==> config.mk <==
export PLATFORM = sky130hd
export DESIGN_NAME = fractal_sync_remote_rf_ctrl
export DESIGN_NICKNAME = d
export VERILOG_FILES = /design/src/rtl/fractal_sync_pkg.sv /design/src/rtl/fractal_sync_rr_arb.sv /design/src/rtl/fractal_sync_remote_rf_ctrl.sv
export SDC_FILE = /design/constraint.sdc
export NUM_CORES = 1
export LEC_CHECK = 0
export ABC_AREA = 1
export CAP_MARGIN = 30
export CORE_AREA = 2 2 60 50
export CTS_CLUSTER_SIZE = 30
export DETAILED_ROUTE_END_ITERATION = 16
export DIE_AREA = 0 0 62 52
export PLACE_DENSITY = 0.75
export SETUP_SLACK_MARGIN = 0.4
export SLEW_MARGIN = 20
export SYNTH_ARGS = -nofsm -noshare
export SYNTH_HDL_FRONTEND = slang
export SYNTH_SLANG_ARGS = --single-unit
==> constraint.sdc <==
create_clock -name clk_i -period 1.1 [get_ports clk_i]
set_input_delay 0.22 -clock clk_i [delete_from_list [all_inputs] [get_ports clk_i]]
set_output_delay 0.22 -clock clk_i [all_outputs]
set_load 0.01 [all_outputs]
==> src/rtl/fractal_sync_pkg.sv <==
// Shared types for the fractal_sync remote RF control path.
package fractal_sync_pkg;

    // Number of check ports exposed by one remote RF instance.
    localparam int unsigned RF_N_PORTS = 2;

    // Coded result returned to a requester.
    typedef enum logic [1:0] {
        RSP_STORED,
        RSP_HIT,
        RSP_BYPASS,
        RSP_ERR
    } rf_rsp_e;

    // Per-port sequencing state.
    typedef enum logic [1:0] {
        IDLE,
        ISSUE,
        RESP
    } rf_ctrl_state_e;

    // Index width that stays legal for a single requester.
    function automatic int unsigned idx_width(input int unsigned n);
        return (n > 1) ? $clog2(n) : 1;
    endfunction

endpackage

==> src/rtl/fractal_sync_rr_arb.sv <==
// Round-robin arbiter: the search starts at the pointer, and the pointer moves
// past the winner whenever the grant is consumed.
module fractal_sync_rr_arb
    import fractal_sync_pkg::*;
#(
    parameter  int unsigned N_REQ     = 2,
    localparam int unsigned IDX_WIDTH = idx_width(N_REQ)
) (
    input  logic                 clk_i,
    input  logic                 rst_ni,
    input  logic [N_REQ-1:0]     req,
    input  logic                 advance,
    output logic [N_REQ-1:0]     gnt_onehot,
    output logic [IDX_WIDTH-1:0] gnt_idx
);

    logic [IDX_WIDTH-1:0] ptr_q;
    logic [IDX_WIDTH:0]   cand;
    logic                 found;

    // Cyclic scan from the pointer; the first asserted request wins.
    always_comb begin
        gnt_onehot = '0;
        gnt_idx    = '0;
        found      = 1'b0;
        cand       = '0;
        for (int i = 0; i < N_REQ; i++) begin
            cand = {1'b0, ptr_q} + (IDX_WIDTH+1)'(i);
            if (cand >= (IDX_WIDTH+1)'(N_REQ))
                cand = cand - (IDX_WIDTH+1)'(N_REQ);
            if (!found && req[cand[IDX_WIDTH-1:0]]) begin
                found                           = 1'b1;
                gnt_onehot[cand[IDX_WIDTH-1:0]] = 1'b1;
                gnt_idx                         = cand[IDX_WIDTH-1:0];
            end
        end
    end

    // Pointer moves to the requester after the one just granted.
    always_ff @(posedge clk_i or negedge rst_ni) begin
        if (!rst_ni)
            ptr_q <= '0;
        else if (advance)
            ptr_q <= (gnt_idx == IDX_WIDTH'(N_REQ - 1)) ? '0 : gnt_idx + 1'b1;
    end

endmodule

==> src/rtl/fractal_sync_remote_rf_ctrl.sv <==
// Arbitrates requesters onto the two remote RF check ports, issues a one-cycle
// check, and returns a coded response to the winning requester.
module fractal_sync_remote_rf_ctrl
    import fractal_sync_pkg::*;
#(
    parameter  int unsigned LEVEL_WIDTH = 1,
    parameter  int unsigned ID_WIDTH    = 1,
    parameter  int unsigned N_REQ       = 2,
    localparam int unsigned N_PORTS     = RF_N_PORTS,
    localparam int unsigned IDX_WIDTH   = idx_width(N_REQ)
) (
    input  logic                                          clk_i,
    input  logic                                          rst_ni,
    input  logic [N_PORTS-1:0][N_REQ-1:0]                 req_valid_i,
    output logic [N_PORTS-1:0][N_REQ-1:0]                 req_ready_o,
    input  logic [N_PORTS-1:0][N_REQ-1:0][LEVEL_WIDTH-1:0] req_level_i,
    input  logic [N_PORTS-1:0][N_REQ-1:0][ID_WIDTH-1:0]   req_id_i,
    output logic [N_PORTS-1:0][LEVEL_WIDTH-1:0]           rf_level_o,
    output logic [N_PORTS-1:0][ID_WIDTH-1:0]              rf_id_o,
    output logic [N_PORTS-1:0]                            rf_check_o,
    input  logic [N_PORTS-1:0]                            rf_present_i,
    input  logic [N_PORTS-1:0]                            rf_sig_err_i,
    input  logic                                          rf_bypass_i,
    output logic [N_PORTS-1:0]                            rsp_valid_o,
    input  logic [N_PORTS-1:0]                            rsp_ready_i,
    output logic [N_PORTS-1:0][IDX_WIDTH-1:0]             rsp_idx_o,
    output rf_rsp_e [N_PORTS-1:0]                         rsp_code_o
);

    rf_ctrl_state_e                        state_q [N_PORTS];
    logic [N_PORTS-1:0][LEVEL_WIDTH-1:0]   level_q;
    logic [N_PORTS-1:0][ID_WIDTH-1:0]      id_q;
    logic [N_PORTS-1:0][IDX_WIDTH-1:0]     idx_q;

    logic [N_PORTS-1:0][N_REQ-1:0]         gnt_onehot;
    logic [N_PORTS-1:0][IDX_WIDTH-1:0]     gnt_idx;
    logic [N_PORTS-1:0]                    accept;
    logic [N_PORTS-1:0]                    in_issue;
    logic                                  both_issue;
    rf_rsp_e [N_PORTS-1:0]                 next_code;

    for (genvar p = 0; p < N_PORTS; p++) begin : g_port
        fractal_sync_rr_arb #(
            .N_REQ (N_REQ)
        ) i_arb (
            .clk_i      (clk_i),
            .rst_ni     (rst_ni),
            .req        (req_valid_i[p]),
            .advance    (accept[p]),
            .gnt_onehot (gnt_onehot[p]),
            .gnt_idx    (gnt_idx[p])
        );
    end

    // Grant only in IDLE, and never while reset is held.
    always_comb begin
        accept      = '0;
        req_ready_o = '0;
        in_issue    = '0;
        for (int p = 0; p < N_PORTS; p++) begin
            accept[p]   = rst_ni && (state_q[p] == IDLE) && (|req_valid_i[p]);
            in_issue[p] = (state_q[p] == ISSUE);
            if (accept[p])
                req_ready_o[p] = gnt_onehot[p];
        end
        both_issue = &in_issue;
    end

    // Response code: signature error dominates, then a qualified bypass, then presence.
    always_comb begin
        next_code = '{default: RSP_STORED};
        for (int p = 0; p < N_PORTS; p++) begin
            if (rf_sig_err_i[p])
                next_code[p] = RSP_ERR;
            else if (both_issue && rf_bypass_i)
                next_code[p] = RSP_BYPASS;
            else if (rf_present_i[p])
                next_code[p] = RSP_HIT;
            else
                next_code[p] = RSP_STORED;
        end
    end

    // RF drive: an idle port mirrors the busy port's level with a flipped id so the
    // RF can never see two equal signatures and raise a spurious bypass.
    always_comb begin
        rf_level_o = '0;
        rf_id_o    = '0;
        rf_check_o = '0;
        for (int p = 0; p < N_PORTS; p++) begin
            if (in_issue[p]) begin
                rf_level_o[p] = level_q[p];
                rf_id_o[p]    = id_q[p];
                rf_check_o[p] = 1'b1;
            end
        end
        if (in_issue[0] && !in_issue[1]) begin
            rf_level_o[1] = level_q[0];
            rf_id_o[1]    = id_q[0] ^ ID_WIDTH'(1);
        end else if (in_issue[1] && !in_issue[0]) begin
            rf_level_o[0] = level_q[1];
            rf_id_o[0]    = id_q[1] ^ ID_WIDTH'(1);
        end
    end

    // Per-port IDLE -> ISSUE -> RESP sequencer with registered response outputs.
    always_ff @(posedge clk_i or negedge rst_ni) begin
        if (!rst_ni) begin
            for (int p = 0; p < N_PORTS; p++) begin
                state_q[p]    <= IDLE;
                rsp_code_o[p] <= RSP_STORED;
            end
            level_q     <= '0;
            id_q        <= '0;
            idx_q       <= '0;
            rsp_valid_o <= '0;
            rsp_idx_o   <= '0;
        end else begin
            for (int p = 0; p < N_PORTS; p++) begin
                case (state_q[p])
                    IDLE: begin
                        if (accept[p]) begin
                            level_q[p] <= req_level_i[p][gnt_idx[p]];
                            id_q[p]    <= req_id_i[p][gnt_idx[p]];
                            idx_q[p]   <= gnt_idx[p];
                            state_q[p] <= ISSUE;
                        end
                    end
                    ISSUE: begin
                        rsp_code_o[p]  <= next_code[p];
                        rsp_idx_o[p]   <= idx_q[p];
                        rsp_valid_o[p] <= 1'b1;
                        state_q[p]     <= RESP;
                    end
                    RESP: begin
                        if (rsp_ready_i[p]) begin
                            rsp_valid_o[p] <= 1'b0;
                            state_q[p]     <= IDLE;
                        end
                    end
                    default: state_q[p] <= IDLE;
                endcase
            end
        end
    end

endmodule

[Word-level counts from Yosys, hierarchy flattened]
Cells that the tools add are included.
Operators by class
  add/sub/neg operators: 8
  magnitude comparators: 14
  eq/ne operators: 8
  multiplexer cells: 70
  bitwise gates (word level): 4
  reduce and logical (&&, ||, !) cells: 30
Operator list (number)
  $mux W1: 48
  $mux W2: 14
  $reduce_and A2 Y1: 7
  $logic_and A1 B1 Y1: 13
  $lt A1 B2 Y1 const B: 6
  $pmux W2 S3: 2
  $add A1 B1 Y2 const B: 2
  $demux W1 S1: 4
  $eq A2 B1 Y1 const B: 2
  $eq A2 B2 Y1 const B: 2
  $ge A1 B1 Y1 const B: 4
  $ge A1 B2 Y1 const B: 2
  $ge A2 B2 Y1 const B: 2
  $logic_not A1 Y1: 4
  $logic_not A2 Y1: 2
  $ne A2 B1 Y1 const B: 2
  $ne A2 B2 Y1 const B: 2
  $or A2 B2 Y2: 2
  $pmux W1 S2: 2
  $reduce_bool A2 Y1: 2
  $reduce_or A2 Y1: 2
  $sub A1 B1 Y1 const B: 4
  $add A1 B1 Y1 const B: 2
  $not A1 Y1: 2
Storage, ports and cells
  register bits: 20
  input bits: 21
  output and inout port bits: 18

[Longest topological paths before layout]
Gate-level depths: netlist of run 1.
  word-level depth: 10
  depth in mapped cells: 7
  gate-level depth less buffers: 7

[Cells and area by module]
Synthesis of run 1 repeated with hierarchy kept, for this count alone.
Unflattened totals
  cell total of the unflattened synthesis: 131
  area total of the unflattened synthesis: 1022.2 um2
By module, submodules not included
  fractal_sync_remote_rf_ctrl: instances 1, cells an instance 108, area an instance 885.8 um2, sequential area each 450.4 um2
  fractal_sync_rr_arb (g_port[0].i_arb): instances 1, cells an instance 12, area an instance 71.3 um2, sequential area each 25.0 um2
  fractal_sync_rr_arb (g_port[1].i_arb): instances 1, cells an instance 11, area an instance 65.1 um2, sequential area each 25.0 um2

[Least setup slack after synthesis of run 1]
OpenSTA, ideal clock, no wires.
  kind: register -> output
  from: reg state_q[3] (netlist name)
  to: out rf_level_o[1] (netlist name)
  arrival time: 0.960 ns
  setup slack: -0.080 ns
  cell stages (with the launch flop): 6
  path buffers: 0
  path through: dfrtp_1 > inv_1 > nand2_4 > inv_2 > nand2_1 > o21ai_1
RTL lines
  start: declaration: RTL line fractal_sync_remote_rf_ctrl.sv:30  | rf_ctrl_state_e state_q [N_PORTS];
  start signal: indexed assignment: RTL line fractal_sync_remote_rf_ctrl.sv:110  | state_q[p] <= IDLE;
  start signal: indexed assignment: RTL line fractal_sync_remote_rf_ctrl.sv:126  | state_q[p] <= ISSUE;
  start signal: indexed assignment: RTL line fractal_sync_remote_rf_ctrl.sv:133  | state_q[p] <= RESP;
  end: declaration: RTL line fractal_sync_remote_rf_ctrl.sv:18  | output logic [N_PORTS-1:0][LEVEL_WIDTH-1:0] rf_level_o,

==> results.toml, run 1 <==
[run_status]
status = "finished, violations left"
failed_checks = "setup timing"

[timing]
fmaxAchievable_mhz = 635
worstMarginPinSlew_ns = 0.258
period_share_pct = 143
fin_ws_ns = -0.475
setup_violations = 28
hold_violations = 0
fin_skew_ns = 0.0101
min_period_ns = 1.58
rsz0062_at_grt = "true"
fin_tns_setup_ns = -7.84
slew_headroom_pct = 82.8
maxSlewViolCount = 0

[cells_and_area]
layout-drive-gt1-share_pct = 56.3
syn2layout_area_growth_pct = 104
final_cells = 244
antennaDiodeCount = 0
nets = 228

[synth]
yosys_warnings = 0
syn_area_um2 = 961
avgSynthCellArea_um2 = 8.14
post-synth-top-area-cell = "dfrtp_1"
ys_types = 18
ys_ff_latch = 20
synth_cells = 118
synth_area_leaders = "dfrtp_1 (52%), nand2_1 (14%), inv_1 (5.5%)"
syn_nets = 139
synth_top_area_share_pct = 52.1
seq_area_frac_synth_pct = 52.1

[power_and_ir_drop]
p_comb_share_pct = 55.2
switching_share_pct = 37.5
clockPowerShare_pct = 11.3
p_int_uw = 2350
p_sw_uw = 1410
powerDensity_nw_per_um2 = 1920
vdd_drop_max_mv = 0.943
power_frac_seq_pct = 33.5
p_leak_uw = 0.00100

[die]
dieArea_um2 = 3220
fp.dieW_um = 62
core_area_um2 = 2660
num_rows = 17
start_util_pct = 36.1
dieHeight_um = 52
io_pins = 39

[critical_path]
arrival_ns = 1.36
end_kind = "output port"
rr_worst_depth = 9
crit_path_frequent_cell = "nand2_4"
path_max_fanout = 6
regToRegEndpoint = "rsp_code_o[2]$_DFFE_PN0N_"
cp_top_family = "flip-flops"
cpMaxStageDelayCell = "dfrtp_2"
timing.critical_path.buf_inv = 3
crit_type = "reg -> out"
path_cells = "inv_2 -> nand2_4 -> inv_8 -> nand2_4 -> o21ai_2 -> buf_2"
rr_startpoint = "state_q[3]$_DFFE_PN0P_"
r2r_setup_slack_ns = -0.40
cp-start-kind = "flop"
crit_required_ns = 0.88
max_stage_delay_ns = 0.46

[global_routing]
grt_usage_pct = 20.0
antenna_found_initial = 0
grt_pass1_wl_um = 4760
grt_max_degree = 15
overflow = 0
grt_pass1_vias = 1123

[detailed_routing]
viasPerCell = 4.59
drt-initial-drc-count = 51
dr.pass1.iters = 4
via_count = 1121
route.detailed.drc = 0
wl_um = 3160
ant_nets = 0
wire_per_inst_um = 12.9

[cts]
cts-root-buf = "clkbuf_4"
cts_inserted_buffers = 3
clock_latency_ns = 0.30
cts_max_level = 1
cts.sinks = 20
cts_tree = "yes"
ctsHoldBuffers = 0
cts.path.max_buffers = 2
clkSlewWorstSetupHoldPaths_ns = 0.11

[place]
portBuffers = 38
placed_cells = 219
globalplace.congestion = 0.790
dp.final_hpwl_um = 2060

[hold_path]
min_path_type = "in -> async"

[job]
maxCapViolCount = 0
synthesized netlist by cell type:
master and n:
inv_2 5, nand2_1 36, o21ai_2 1, o31ai_1 1
o21ai_0 6, inv_1 14, nand3_1 7, nand2_2 2
nor2_1 9, o22ai_1 1, o21ai_1 4, o21bai_1 1
nor2_8 1, nand3_2 3, nor2_2 1, dfrtp_1 20
nand2_4 1, a21oi_1 5
state kept, by name, indices dropped and copies added (netlist names):
signal / flops
level_q: 2
id_q: 2
rsp_idx_o: 2
idx_q: 2
rsp_code_o: 4
g_port.i_arb.ptr_q: 2
state_q: 4
rsp_valid_o: 2
power by group through the flow:
stage	logic [uW]	registers [uW]	clock network [uW]
floorplan	618	1260	0
CTS	1730	1210	430
finish	2080	1260	425
global placement	1530	1200	0
detailed placement	1580	1220	0
global route	2250	1300	479
through the flow:
| stage | setup WS, ns | util (%) | area, um^2 | power (uW) | hold slack (ns) |
|---|---|---|---|---|---|
| after floorplan | -0.0303 | - | 1010 | 1880 | -0.0756 |
| after global placement | -0.884 | 61.2 | 1630 | 2730 | 0.465 |
| after detailed placement | -0.897 | 61.2 | 1630 | 2800 | 0.480 |
| after CTS | -0.472 | 67.7 | 1800 | 3380 | 0.136 |
| after global routing | -0.548 | 73.7 | 1960 | 4030 | 0.138 |
| final | -0.475 | 73.7 | 1960 | 3760 | 0.134 |
worst max path at each step:
stage / start / endpoint / cells after the start
after global routing: state_q[1]$_DFFE_PN0P_ / req_ready_o[3] / 6
after detailed placement: rst_ni / req_ready_o[3] / 6
final: state_q[3]$_DFFE_PN0P_ / rf_level_o[1] / 6
after floorplan: state_q[1]$_DFFE_PN0P_ / rf_level_o[0] / 5
after global placement: rst_ni / req_ready_o[3] / 6
after CTS: state_q[2]$_DFFE_PN0P_ / req_ready_o[1] / 5
metal layers:
| metal | routed length (um) | global-route usage, % |
|---|---|---|
| met3 | 111 | 4.48 |
| met2 | 1840 | 37.5 |
| met5 | 0 | 0 |
| met4 | 17 | 3.19 |
| met1 | 1190 | 22.9 |
area by class of cell:
| cell class | count | area (um^2) |
|---|---|---|
| Multi-Input combinational cell | 79 | 542 |
| Inverter | 19 | 83.8 |
| Sequential cell | 20 | 503 |
| Timing Repair Buffer | 84 | 747 |
| Tap cell | 38 | 47.5 |
| Fill cell | 180 | 699 |
| Clock buffer | 4 | 36.3 |
cell usage in the layout (no fill, tap or decap), types with 3 or more instances in the layout:
cell,n
a21oi_2,4
nand3_1,7
inv_1,9
nor2_1,4
clkdlybuf4s50_1,18
buf_4,31
nand2_2,6
buf_2,10
dfrtp_1,18
nand2_4,5
buf_6,22
nor2_4,4
inv_2,7
clkbuf_4,3
o21ai_2,9
nand2_1,28
logic make-up after synthesis:
family | synth area share (%)
and+or+nand+nor | 29.6
AOI/OAI and AO/OA | 10.9
buffers and inverters | 7.42
DFF | 52.1
what timing repair did:
| action | CTS | global route |
|---|---|---|
| pin swaps | 13 | 11 |
| gates resized for setup | 107 | 24 |
| endpoints found under the setup margin | 38 | 38 |
| buffers inserted | 12 | 9 |
Power figures use the tool's default switching activity.
==> run 2: changes to the inputs <==
--- a/config.mk
+++ b/config.mk
@@ -8,7 +8,8 @@
 export ABC_AREA = 1
 export CAP_MARGIN = 30
 export CORE_AREA = 2 2 60 50
-export CTS_CLUSTER_SIZE = 30
+export CTS_CLUSTER_DIAMETER = 40
+export CTS_CLUSTER_SIZE = 24
 export DETAILED_ROUTE_END_ITERATION = 16
 export DIE_AREA = 0 0 62 52
 export PLACE_DENSITY = 0.75
==> results of run 2 <==
No change in the layout: final DEF, timing and power equal those of run 1.
